**src/rtl/dmem_access_ctrl.sv**
```systemverilog
// Data-memory access controller: aligned word access to a byte-enable-free RAM,
// read-modify-write for sub-word stores, lane extraction with sign/zero extension for loads.
module dmem_access_ctrl #(
    parameter int unsigned ADDR_W = 10
) (
    input  logic              clk,
    input  logic              rst_n,
    input  logic              req_valid,
    output logic              req_ready,
    input  logic              req_write,
    input  logic [31:0]       req_addr,
    input  logic [31:0]       req_wdata,
    input  logic [3:0]        req_sign_mask,
    output logic              rsp_valid,
    output logic [31:0]       rsp_rdata,
    output logic              rsp_misaligned,
    output logic [ADDR_W-1:0] mem_addr,
    output logic              mem_re,
    output logic              mem_we,
    output logic [31:0]       mem_wdata,
    input  logic [31:0]       mem_rdata
);

    typedef enum logic [2:0] {
        StIdle,
        StRd,
        StCap,
        StWr,
        StRsp
    } state_e;

    state_e              state_q, state_d;
    logic [ADDR_W+1:0]   addr_q, addr_d;
    logic [31:0]         word_q, word_d;
    logic [3:0]          sm_q, sm_d;
    logic                write_q, write_d;
    logic [31:0]         rdata_q, rdata_d;
    logic                mis_q, mis_d;

    logic                req_mis;
    logic                is_byte, is_half;
    logic [4:0]          shamt;
    logic [31:0]         lane_data;
    logic [31:0]         lane_mask;
    logic [31:0]         load_val;
    logic [31:0]         merged;

    // Address bits above the RAM word range are intentionally dropped.
    logic unused_addr;
    assign unused_addr = ^req_addr[31:ADDR_W+2];

    // Illegal size codes are rejected along with true misalignment.
    always_comb begin
        req_mis = 1'b1;
        unique case (req_sign_mask[2:0])
            3'b001:  req_mis = 1'b0;
            3'b011:  req_mis = req_addr[0];
            3'b111:  req_mis = |req_addr[1:0];
            default: req_mis = 1'b1;
        endcase
    end

    assign is_byte   = (sm_q[2:0] == 3'b001);
    assign is_half   = (sm_q[2:0] == 3'b011);
    assign shamt     = {addr_q[1:0], 3'b000};
    assign lane_data = mem_rdata >> shamt;
    assign lane_mask = (is_byte ? 32'h0000_00FF : 32'h0000_FFFF) << shamt;
    assign merged    = (mem_rdata & ~lane_mask) | ((word_q << shamt) & lane_mask);

    always_comb begin
        load_val = mem_rdata;
        if (is_byte) begin
            load_val = {{24{sm_q[3] & lane_data[7]}}, lane_data[7:0]};
        end else if (is_half) begin
            load_val = {{16{sm_q[3] & lane_data[15]}}, lane_data[15:0]};
        end
    end

    always_comb begin
        state_d = state_q;
        addr_d  = addr_q;
        word_d  = word_q;
        sm_d    = sm_q;
        write_d = write_q;
        rdata_d = rdata_q;
        mis_d   = mis_q;
        unique case (state_q)
            StIdle: begin
                if (req_valid) begin
                    addr_d  = req_addr[ADDR_W+1:0];
                    word_d  = req_wdata;
                    sm_d    = req_sign_mask;
                    write_d = req_write;
                    rdata_d = 32'h0;
                    mis_d   = req_mis;
                    if (req_mis) begin
                        state_d = StRsp;
                    end else if (req_write && req_sign_mask[2:0] == 3'b111) begin
                        state_d = StWr;
                    end else begin
                        state_d = StRd;
                    end
                end
            end
            StRd: state_d = StCap;
            StCap: begin
                if (write_q) begin
                    word_d  = merged;
                    state_d = StWr;
                end else begin
                    rdata_d = load_val;
                    state_d = StRsp;
                end
            end
            StWr:    state_d = StRsp;
            StRsp:   state_d = StIdle;
            default: state_d = StIdle;
        endcase
    end

    always_ff @(posedge clk or negedge rst_n) begin
        if (!rst_n) begin
            state_q <= StIdle;
            addr_q  <= '0;
            word_q  <= '0;
            sm_q    <= '0;
            write_q <= 1'b0;
            rdata_q <= '0;
            mis_q   <= 1'b0;
        end else begin
            state_q <= state_d;
            addr_q  <= addr_d;
            word_q  <= word_d;
            sm_q    <= sm_d;
            write_q <= write_d;
            rdata_q <= rdata_d;
            mis_q   <= mis_d;
        end
    end

    // Strobes decode straight from the state register so reset kills them at once.
    assign req_ready      = (state_q == StIdle);
    assign mem_re         = (state_q == StRd);
    assign mem_we         = (state_q == StWr);
    assign rsp_valid      = (state_q == StRsp);
    assign mem_addr       = addr_q[ADDR_W+1:2];
    assign mem_wdata      = word_q;
    assign rsp_rdata      = rdata_q;
    assign rsp_misaligned = mis_q;

endmodule

```
**config.mk**
```make
export PLATFORM = sky130hd
export DESIGN_NAME = dmem_access_ctrl
export DESIGN_NICKNAME = d
export VERILOG_FILES = /design/src/rtl/dmem_access_ctrl.sv
export SDC_FILE = /design/constraint.sdc
export NUM_CORES = 1
export LEC_CHECK = 0
export ABC_AREA = 1
export CAP_MARGIN = 15
export CORE_MARGIN = 3
export CORE_UTILIZATION = 46
export CTS_CLUSTER_SIZE = 40
export DETAILED_ROUTE_END_ITERATION = 16
export PLACE_DENSITY = 0.82
export SYNTH_ARGS = -nofsm -noshare
export SYNTH_HDL_FRONTEND = slang
export SYNTH_SLANG_ARGS = --single-unit
```
**constraint.sdc**
```tcl
create_clock -name clk -period 1.95 [get_ports clk]
set_input_delay 0.585 -clock clk [delete_from_list [all_inputs] [get_ports clk]]
set_output_delay 0.585 -clock clk [all_outputs]
set_load 0.005 [all_outputs]
```
---- Yosys cells after proc, flatten, opt, wreduce, memory -nomap -nowiden ----
Index checks and enable logic that the tools add are counted.
word-level totals
  logic and storage cells ................. 50
  output and inout port bits .............. 79
  input bits .............................. 104
  register bits after elaboration ......... 85
cells by class
  bitwise gates (word level) .............. 6
  equality and inequality tests ........... 12
  shift operators ......................... 3
  muxes and demuxes ....................... 15
  reductions and logical operators ........ 7
operator list
  operator            count
  $mux 32             6
  $pmux 32 s2         2
  $and 32x32->32      2
  $not 32->32         1
  $or 32x32->32       1
  $shl 16x5->32       1
  $shl 32x5->32       1
  $shr 32x5->16       1
  $mux 16             1
  $eq 3x2->1 const B  4
  $pmux 3 s4          1
  $eq 3x1->1 const B  3
  $mux 3              3
  $eq 3x3->1 const B  2
  $ne 2x2->1 const B  3
  $reduce_and 3->1    2
  $logic_not 3->1     1
  $pmux 1 s3          1
  $and 1x1->1         2
  $mux 2              1
  $reduce_and 2->1    1
  $reduce_bool 2->1   1
  $reduce_or 2->1     1
  $logic_and 1x1->1   1

---- Longest topological paths before layout ----
Gate-level depths: netlist (run 1).
  depth after elaboration ................. 8
  mapped depth ............................ 11
  depth with buffers taken out ............ 9

---- Worst setup path before layout (run 1) ----
No wires, ideal clock.
  path kind ............................... input to register
  start ................................... in mem_rdata[31]
  end ..................................... reg rdata_q[21] (netlist: rsp_rdata[21])
  data required time ...................... 1.832 ns
  setup time .............................. 0.118 ns
  setup slack ............................. 0.561 ns
  path buffers ............................ 1
  stages .................................. 9
  arrival ................................. 1.271 ns
  cells stage by stage .................... inv_1 -> nand2_1 -> nand3_1 -> nand2_1 -> nand2_1 -> nand2_2 -> buf_4 -> nand4_1 -> nand2_1
between the ends
  word-level cells in the longest chain between the ends .. 6
  elaborated cells on any way between the ends .. 7
  those cells by class .................... 1 x shift; 4 x mux; 2 x bitwise
RTL lines
  what                  line  text
  start, declared       21    input logic [31:0] mem_rdata
  $shr 32x5->16 *       66    assign lane_data = mem_rdata >> shamt;
  $and 1x1->1           75    load_val = {{16{sm_q[3] & lane_data[15]}}, lane_data[15:0]};
  $mux 32               74    end else if (is_half) begin
  $mux 32 *             72    if (is_byte) begin
  $mux 32 *             107   if (write_q) begin
  $pmux 32 s2 *         87    unique case (state_q)
  end signal, assigned  136   rdata_q <= rdata_d;
  end, declared         37    logic [31:0] rdata_q, rdata_d;
Mark *: on every way between the ends. The rest lies on a longest branch, timed or not. The select of a mux whose other input is x is not followed.
A chain may end at the register's enable or synchronous reset.

---- Worst setup path after layout (run 1) ----
  start ................................... reg state_q[2]
  end ..................................... out req_ready
between the ends
  word-level cells in the longest chain between the ends .. 1
RTL lines
  what                    line  text
  start, declared         32    state_e state_q, state_d;
  start signal, assigned  123   state_q <= StIdle;
  start signal, assigned  131   state_q <= state_d;
  $logic_not 3->1         142   assign req_ready = (state_q == StIdle);
  end, declared           9     output logic req_ready,
No other way between the ends.

==> results of run 1 <==
-- what timing repair did --
action                                  CTS  global route
buffers inserted                          5             1
hold endpoints to repair                  0             0
endpoints found under the setup margin   36            10
pin swaps                                 3             1
resized for setup                         7             5
-- stage by stage --
stage                     worst slack [ns]   TNS, ns
after floorplan                      0.561         0
after global placement              -0.347    -10.97
after detailed placement            -0.458    -13.33
after CTS                          0.00337         0
after global routing              -0.00574  -0.00574
final                               0.0461         0
-- path summary, 6_finish.rpt --
path                             from             end  slack [ns]  cells past startpoint
max reg2reg                state_q[2]    mem_wdata[6]        0.14                      9
min in group clk            addr_q[3]       addr_q[3]        0.47                      2
max in group asynchronous       rst_n       async pin        1.32                      2
min                             rst_n  rsp_misaligned        0.27                      2
min reg2reg                 addr_q[3]       addr_q[3]        0.47                      2
max                        state_q[2]       req_ready        0.05                      5
-- where the power goes --
| group | internal [W] | total, W | leakage (nW) | switching [W] |
|---|---|---|---|---|
| registers | 0.00248 | 0.00303 | 1.07 | 0.000554 |
| logic | 0.00259 | 0.00571 | 2.45 | 0.00311 |
| clock network | 0.00113 | 0.00187 | 0.161 | 0.000742 |
| total | 0.00620 | 0.0106 | 3.69 | 0.00441 |
-- per-layer routing --
metal  vias to the layer above  global-route usage, %  share of wire, %
met4                         0                   9.38               3.4
met3                        45                   3.99               7.0
met1                      2508                   35.1                42
li1                       2658                      -                 -
met5                         -                      0                 0
met2                       268                   43.0                48
-- worst max-delay path, cell delays in order, from the launching register on --
cell and delay (ns):
sky130_fd_sc_hd__dfrtp_1 0.38, sky130_fd_sc_hd__buf_4 0.16, sky130_fd_sc_hd__nor2_4 0.13, sky130_fd_sc_hd__nand2_2 0.08, sky130_fd_sc_hd__inv_2 0.05, sky130_fd_sc_hd__clkdlybuf4s15_1 0.19
-- kinds of logic (layout without fill, tap and decap cells) --
group           Yosys count  after routing  synth area share (%)
flops                    85             85                  41.1
buf+inv                 138            299                  13.0
compound gates          115            115                  12.0
simple gates            401            401                  34.0
-- final cells by class --
type / count / area share, %
clock buffer: 9 / 3.09
clock inverter: 7 / 1.32
inverter: 92 / 4.81
multi-input combinational: 516 / 33.0
sequential: 85 / 29.2
tap: 140 / 2.41
timing repair buffer: 191 / 26.2
-- cells in the final DEF (no fill, tap or decap), types with 10 or more instances in the layout --
master	Yosys	routed
sky130_fd_sc_hd__clkdlybuf4s50_1	0	157
sky130_fd_sc_hd__inv_1	86	86
sky130_fd_sc_hd__a21oi_1	30	30
sky130_fd_sc_hd__o22ai_1	10	10
sky130_fd_sc_hd__buf_4	16	23
sky130_fd_sc_hd__dfrtp_1	85	85
sky130_fd_sc_hd__nand4_1	16	16
sky130_fd_sc_hd__nand3_1	64	64
sky130_fd_sc_hd__o21ai_0	60	60
sky130_fd_sc_hd__nand2_1	268	268
sky130_fd_sc_hd__nor2_1	27	26
==> results.ini, run 1 <==
[finish]
layoutNonFillerInstCount = 1040
final_layout_size_suffix_gt1_share_pct = 9.00
antenna_cells_inserted = 0
seqCellArea_um2 = 2130
layout.cell_area.non_filler_um2 = 7280
layout.nets = 999
multi_input_gate_area_um2 = 2400
finish.utilization_pct = 66.6
area_delta_synth_final_pct = 40.7
n_fill_cell = 948

[drt]
wl_per_cell_um = 15.9
drtAntennaViolNets = 0
drc_errors = 0
vias_per_cell = 5.27
via_count = 5479
detailedRoute.firstPassIterationCount = 6
number_of_design_rule_violations_left_by_the_first_detailed_router_iteration = 615
route.final.wire_length_um = 16600

[global_routing]
grt_max_degree = 86
grtUsageTotal_pct = 26.1
grt_pass1_vias = 5131
gr-total-overflow = 0
grt_antenna_before_repair = 0
wire_length_of_the_first_global_routing_pass_um = 26100

[worst_setup_path]
timing.critical_path.to_type = output port
crit_path_max_fanout = 3
worst-endpoint-required_ns = 1.36
category_of_the_worst_setup_path_launch_point = flip-flop
cp_data_arrival_time_ns = 1.32
worstSetupPathType = reg2out

[die]
core.rowCount = 38
floorplan.initialDensity_pct = 47.3
die_w_um = 112
die_y_um = 112
boundaryPins = 183
fp.dieArea_um2 = 12600
placeableCoreArea_um2 = 10900

[cts]
cts_inserted_buffers = 9
clock_latency_ns = 0.34
h-tree-depth = 3
cts_hold_buf = 0
clockRootBuffer = sky130_fd_sc_hd__clkbuf_16
path_clk_slew_ns = 0.06
clock_tree_from_tritoncts = yes
cts-root-to-sink-buffers = 2
numClockSinks = 85

[sta]
max_freq_mhz = 525
final-setup-viol-count = 0
relative_slew_margins_pct = 53.8
finalHoldWorstSlack_ns = 0.275
finalWorstPathRequiredPeriod_ns = 1.90
hold_violations = 0
slew_violations = 0
timing.clock.skew_ns = 0.00727
finalCritPeriodShare_pct = 97.6
slew_worst_pin_ns = 0.691

[logic_synthesis]
synth-seq-cells = 85
syn_avg_cell_area_um2 = 7.00
synth_top_area_share_pct = 41.1
dominantRegCellSynth = sky130_fd_sc_hd__dfrtp_1
synth.distinct_cells = 27
synth_enable_flop_cells = 0
postSynthCellCount = 739
mappedNetlistNets = 843
ys.warnings.count = 0
post_synth_instance_area_um2 = 5170
synth.top_cells.by_count = sky130_fd_sc_hd__nand2_1 (268), sky130_fd_sc_hd__inv_1 (86), sky130_fd_sc_hd__dfrtp_1 (85)
synth.yosys.seq_area_share_pct = 41.1
synth_most_common_cell = sky130_fd_sc_hd__nand2_1
synth_area_leader_cell = sky130_fd_sc_hd__dfrtp_1
synthArstFlopShare_pct = 100
ys_top_cells_by_area = sky130_fd_sc_hd__dfrtp_1 (41%), sky130_fd_sc_hd__nand2_1 (19%), sky130_fd_sc_hd__inv_1 (6.2%)

[hold_path]
holdCritPathClass = in2async

[pwr]
largest_vdd_supply_drop_mv = 0.680
powerDensity_nw_per_um2 = 1460
power.static_leakage_nw = 3.69
total_power_w = 0.0106

[placement]
dpl.cell_count = 1018
routability_cong = 0.968
hpwl_um = 12000
numPortBuffers = 162
placed_instance_area_um2 = 6890

[run]
drv.max_cap_violation_count = 0

[outcome]
outcome = finished clean

(Power assumes the default switching activity.)
==> run 2: changes to the inputs <==
--- a/config.mk
+++ b/config.mk
@@ -7,11 +7,13 @@
 export LEC_CHECK = 0
 export ABC_AREA = 1
 export CAP_MARGIN = 15
+export CELL_PAD_IN_SITES_DETAIL_PLACEMENT = 0
+export CELL_PAD_IN_SITES_GLOBAL_PLACEMENT = 1
 export CORE_MARGIN = 3
-export CORE_UTILIZATION = 46
+export CORE_UTILIZATION = 32
 export CTS_CLUSTER_SIZE = 40
 export DETAILED_ROUTE_END_ITERATION = 16
-export PLACE_DENSITY = 0.82
+export PLACE_DENSITY_LB_ADDON = 0.1
 export SYNTH_ARGS = -nofsm -noshare
 export SYNTH_HDL_FRONTEND = slang
 export SYNTH_SLANG_ARGS = --single-unit
==> results.ini, run 2 (synthesis results as in run 1) <==
[global_routing]
grt_pass1_vias = 5135  ; +0.078%
wire_length_of_the_first_global_routing_pass_um = 28600  ; +9.8%
grtUsageTotal_pct = 20.5  ; -5.6 points
grt_max_degree = 46  ; -47%
grt_antenna_before_repair = 0  ; unchanged
gr-total-overflow = 0  ; unchanged
met2_usage_pct = 32.7  ; -10 points
global_route.peak_usage_layer = met2
met3_grt_util_pct = 3.21  ; -0.78 points
globalRouteMet1Util_pct = 29.2  ; -6.0 points

[sta]
relative_slew_margins_pct = 68.9  ; +15 points
final-setup-viol-count = 0  ; unchanged
finalCritPeriodShare_pct = 96.2  ; -1.4 points
final_ws_setup_ns = 0.0738  ; +0.0277 ns
finalWorstPathRequiredPeriod_ns = 1.88  ; -0.0277 ns
hold_violations = 0  ; unchanged
slew_worst_pin_ns = 0.466  ; -0.225 ns
max_freq_mhz = 533  ; +1.5%
fin_tns_setup_ns = 0  ; unchanged
slew_violations = 0  ; unchanged
timing.clock.skew_ns = 0.0108  ; +0.00357 ns
rsz_0062_raised_after_global_routing = false

[die]
floorplan.initialDensity_pct = 33.4  ; -14 points
placeableCoreArea_um2 = 15500  ; +42%
die_y_um = 133  ; +19%
fp.dieArea_um2 = 17700  ; +41%
die_w_um = 133  ; +19%
boundaryPins = 183  ; unchanged
core.rowCount = 45  ; +18%

[cts]
cts_inserted_buffers = 9  ; unchanged
clock_latency_ns = 0.34  ; about the same
clockRootBuffer = sky130_fd_sc_hd__clkbuf_16
cts_hold_buf = 0  ; unchanged
numClockSinks = 85  ; unchanged
h-tree-depth = 3  ; unchanged
path_clk_slew_ns = 0.07  ; about the same
cts-root-to-sink-buffers = 2  ; unchanged
clock_tree_from_tritoncts = yes

[finish]
n_fill_cell = 1586  ; +67%
final_layout_size_suffix_gt1_share_pct = 8.99  ; -0.010 points
area_delta_synth_final_pct = 42.5
antenna_cells_inserted = 0  ; unchanged
layout.nets = 1000  ; +0.10%
finish.utilization_pct = 47.6  ; -19 points
mostFrequentLayoutCells = sky130_fd_sc_hd__nand2_1 (268), sky130_fd_sc_hd__clkdlybuf4s50_1 (157), sky130_fd_sc_hd__inv_1 (86)
final_common_cell = sky130_fd_sc_hd__nand2_1

[run]
drv.max_cap_violation_count = 0  ; unchanged

[placement]
numPortBuffers = 162  ; unchanged
routability_cong = 0.855  ; -12%
hpwl_um = 14100  ; +17%
preCtsSetupSlack_ns = -0.0516  ; +0.406 ns

[worst_setup_path]
timing.critical_path.to_type = output port
path_delay_family = buffers and inverters
crit_path_max_fanout = 4  ; +1
worstSetupPathType = reg2out
slowest_delay_ns = 0.53  ; +0.15 ns
slowest_stage = sky130_fd_sc_hd__clkdlybuf4s50_1
crit_path_cell_trace = clkdlybuf4s50_1
category_of_the_worst_setup_path_launch_point = flip-flop
worst-endpoint-required_ns = 1.36  ; about the same
cp_data_arrival_time_ns = 1.29  ; -0.03 ns
cp_num_buf_inv = 1  ; -2

[drt]
vias_per_cell = 4.73  ; -10%
route.final.wire_length_um = 17800  ; +7.6%
detailedRoute.firstPassIterationCount = 5  ; -1
via_count = 5255  ; -4.1%
number_of_design_rule_violations_left_by_the_first_detailed_router_iteration = 332  ; -46%
wl_per_cell_um = 16.0  ; +0.65%
drc_errors = 0  ; unchanged
drtAntennaViolNets = 0  ; unchanged

[pwr]
power.static_leakage_nw = 3.69  ; about the same
total_power_w = 0.0105  ; -0.68%
largest_vdd_supply_drop_mv = 0.630  ; -7.5%
powerDensity_nw_per_um2 = 1430  ; -1.9%

[outcome]
outcome = finished clean

[hold_path]
holdCritPathClass = in2async

run 2: power breakdown:
group / leakage [nW] / total [W] / internal (W) / switching (W)
Clock: 0.156 / 0.00179 / 0.00107 / 0.000721
Combinational: 2.46 / 0.00571 / 0.00261 / 0.00310
Sequential: 1.07 / 0.00304 / 0.00248 / 0.000566
Total: 3.69 / 0.0105 / 0.00615 / 0.00439
run 2: path summary, 6_finish.rpt:
check | start | to | slack [ns] | cells past startpoint
max | mem_wdata[10] | mem_wdata[10] | 0.07 | 1
max in group asynchronous | rst_n | mem_wdata[14] | 1.21 | 2
min | rst_n | rsp_rdata[0] | 0.15 | 1
min in group clk | addr_q[3] | addr_q[3] | 0.47 | 2
max reg2reg | state_q[2] | flip-flop | 0.18 | 12
min reg2reg | addr_q[3] | addr_q[3] | 0.47 | 2
run 2: layer usage:
layer | wire, um | share of wire, %
met1 | 8540 | 48
met2 | 8380 | 47
met3 | 698 | 3.9
met4 | 200 | 1.1
met5 | 0 | 0
run 2: layout make-up:
type                       count  area, um^2  share of cell area, %
sequential                    85        2130                   28.8
multi-input combinational    516        2390                   32.5
inverter                      92         350                   4.75
tap                          211         264                   3.58
clock inverter                 5        57.6                  0.781
clock buffer                  11         253                   3.43
timing repair buffer         192        1930                   26.1
run 2: repair_timing:
item | in CTS | in global routing
buffers inserted | 6 | 0
gates cloned | 0 | 0
endpoints found under the setup margin | 4 | 1
endpoints found under the hold margin | 0 | 0
gates resized for setup | 6 | 1
pin swaps | 2 | 0
run 2: metrics by stage:
stage                     hold slack (ns)  instances  area (um^2)
final                               0.154       1112         7370
after detailed placement            0.458       1090         7010
after global placement              0.453       1090         7010
after CTS                           0.152       1112         7370
after floorplan                     0.289        739         5170
after global routing                0.175       1112         7370
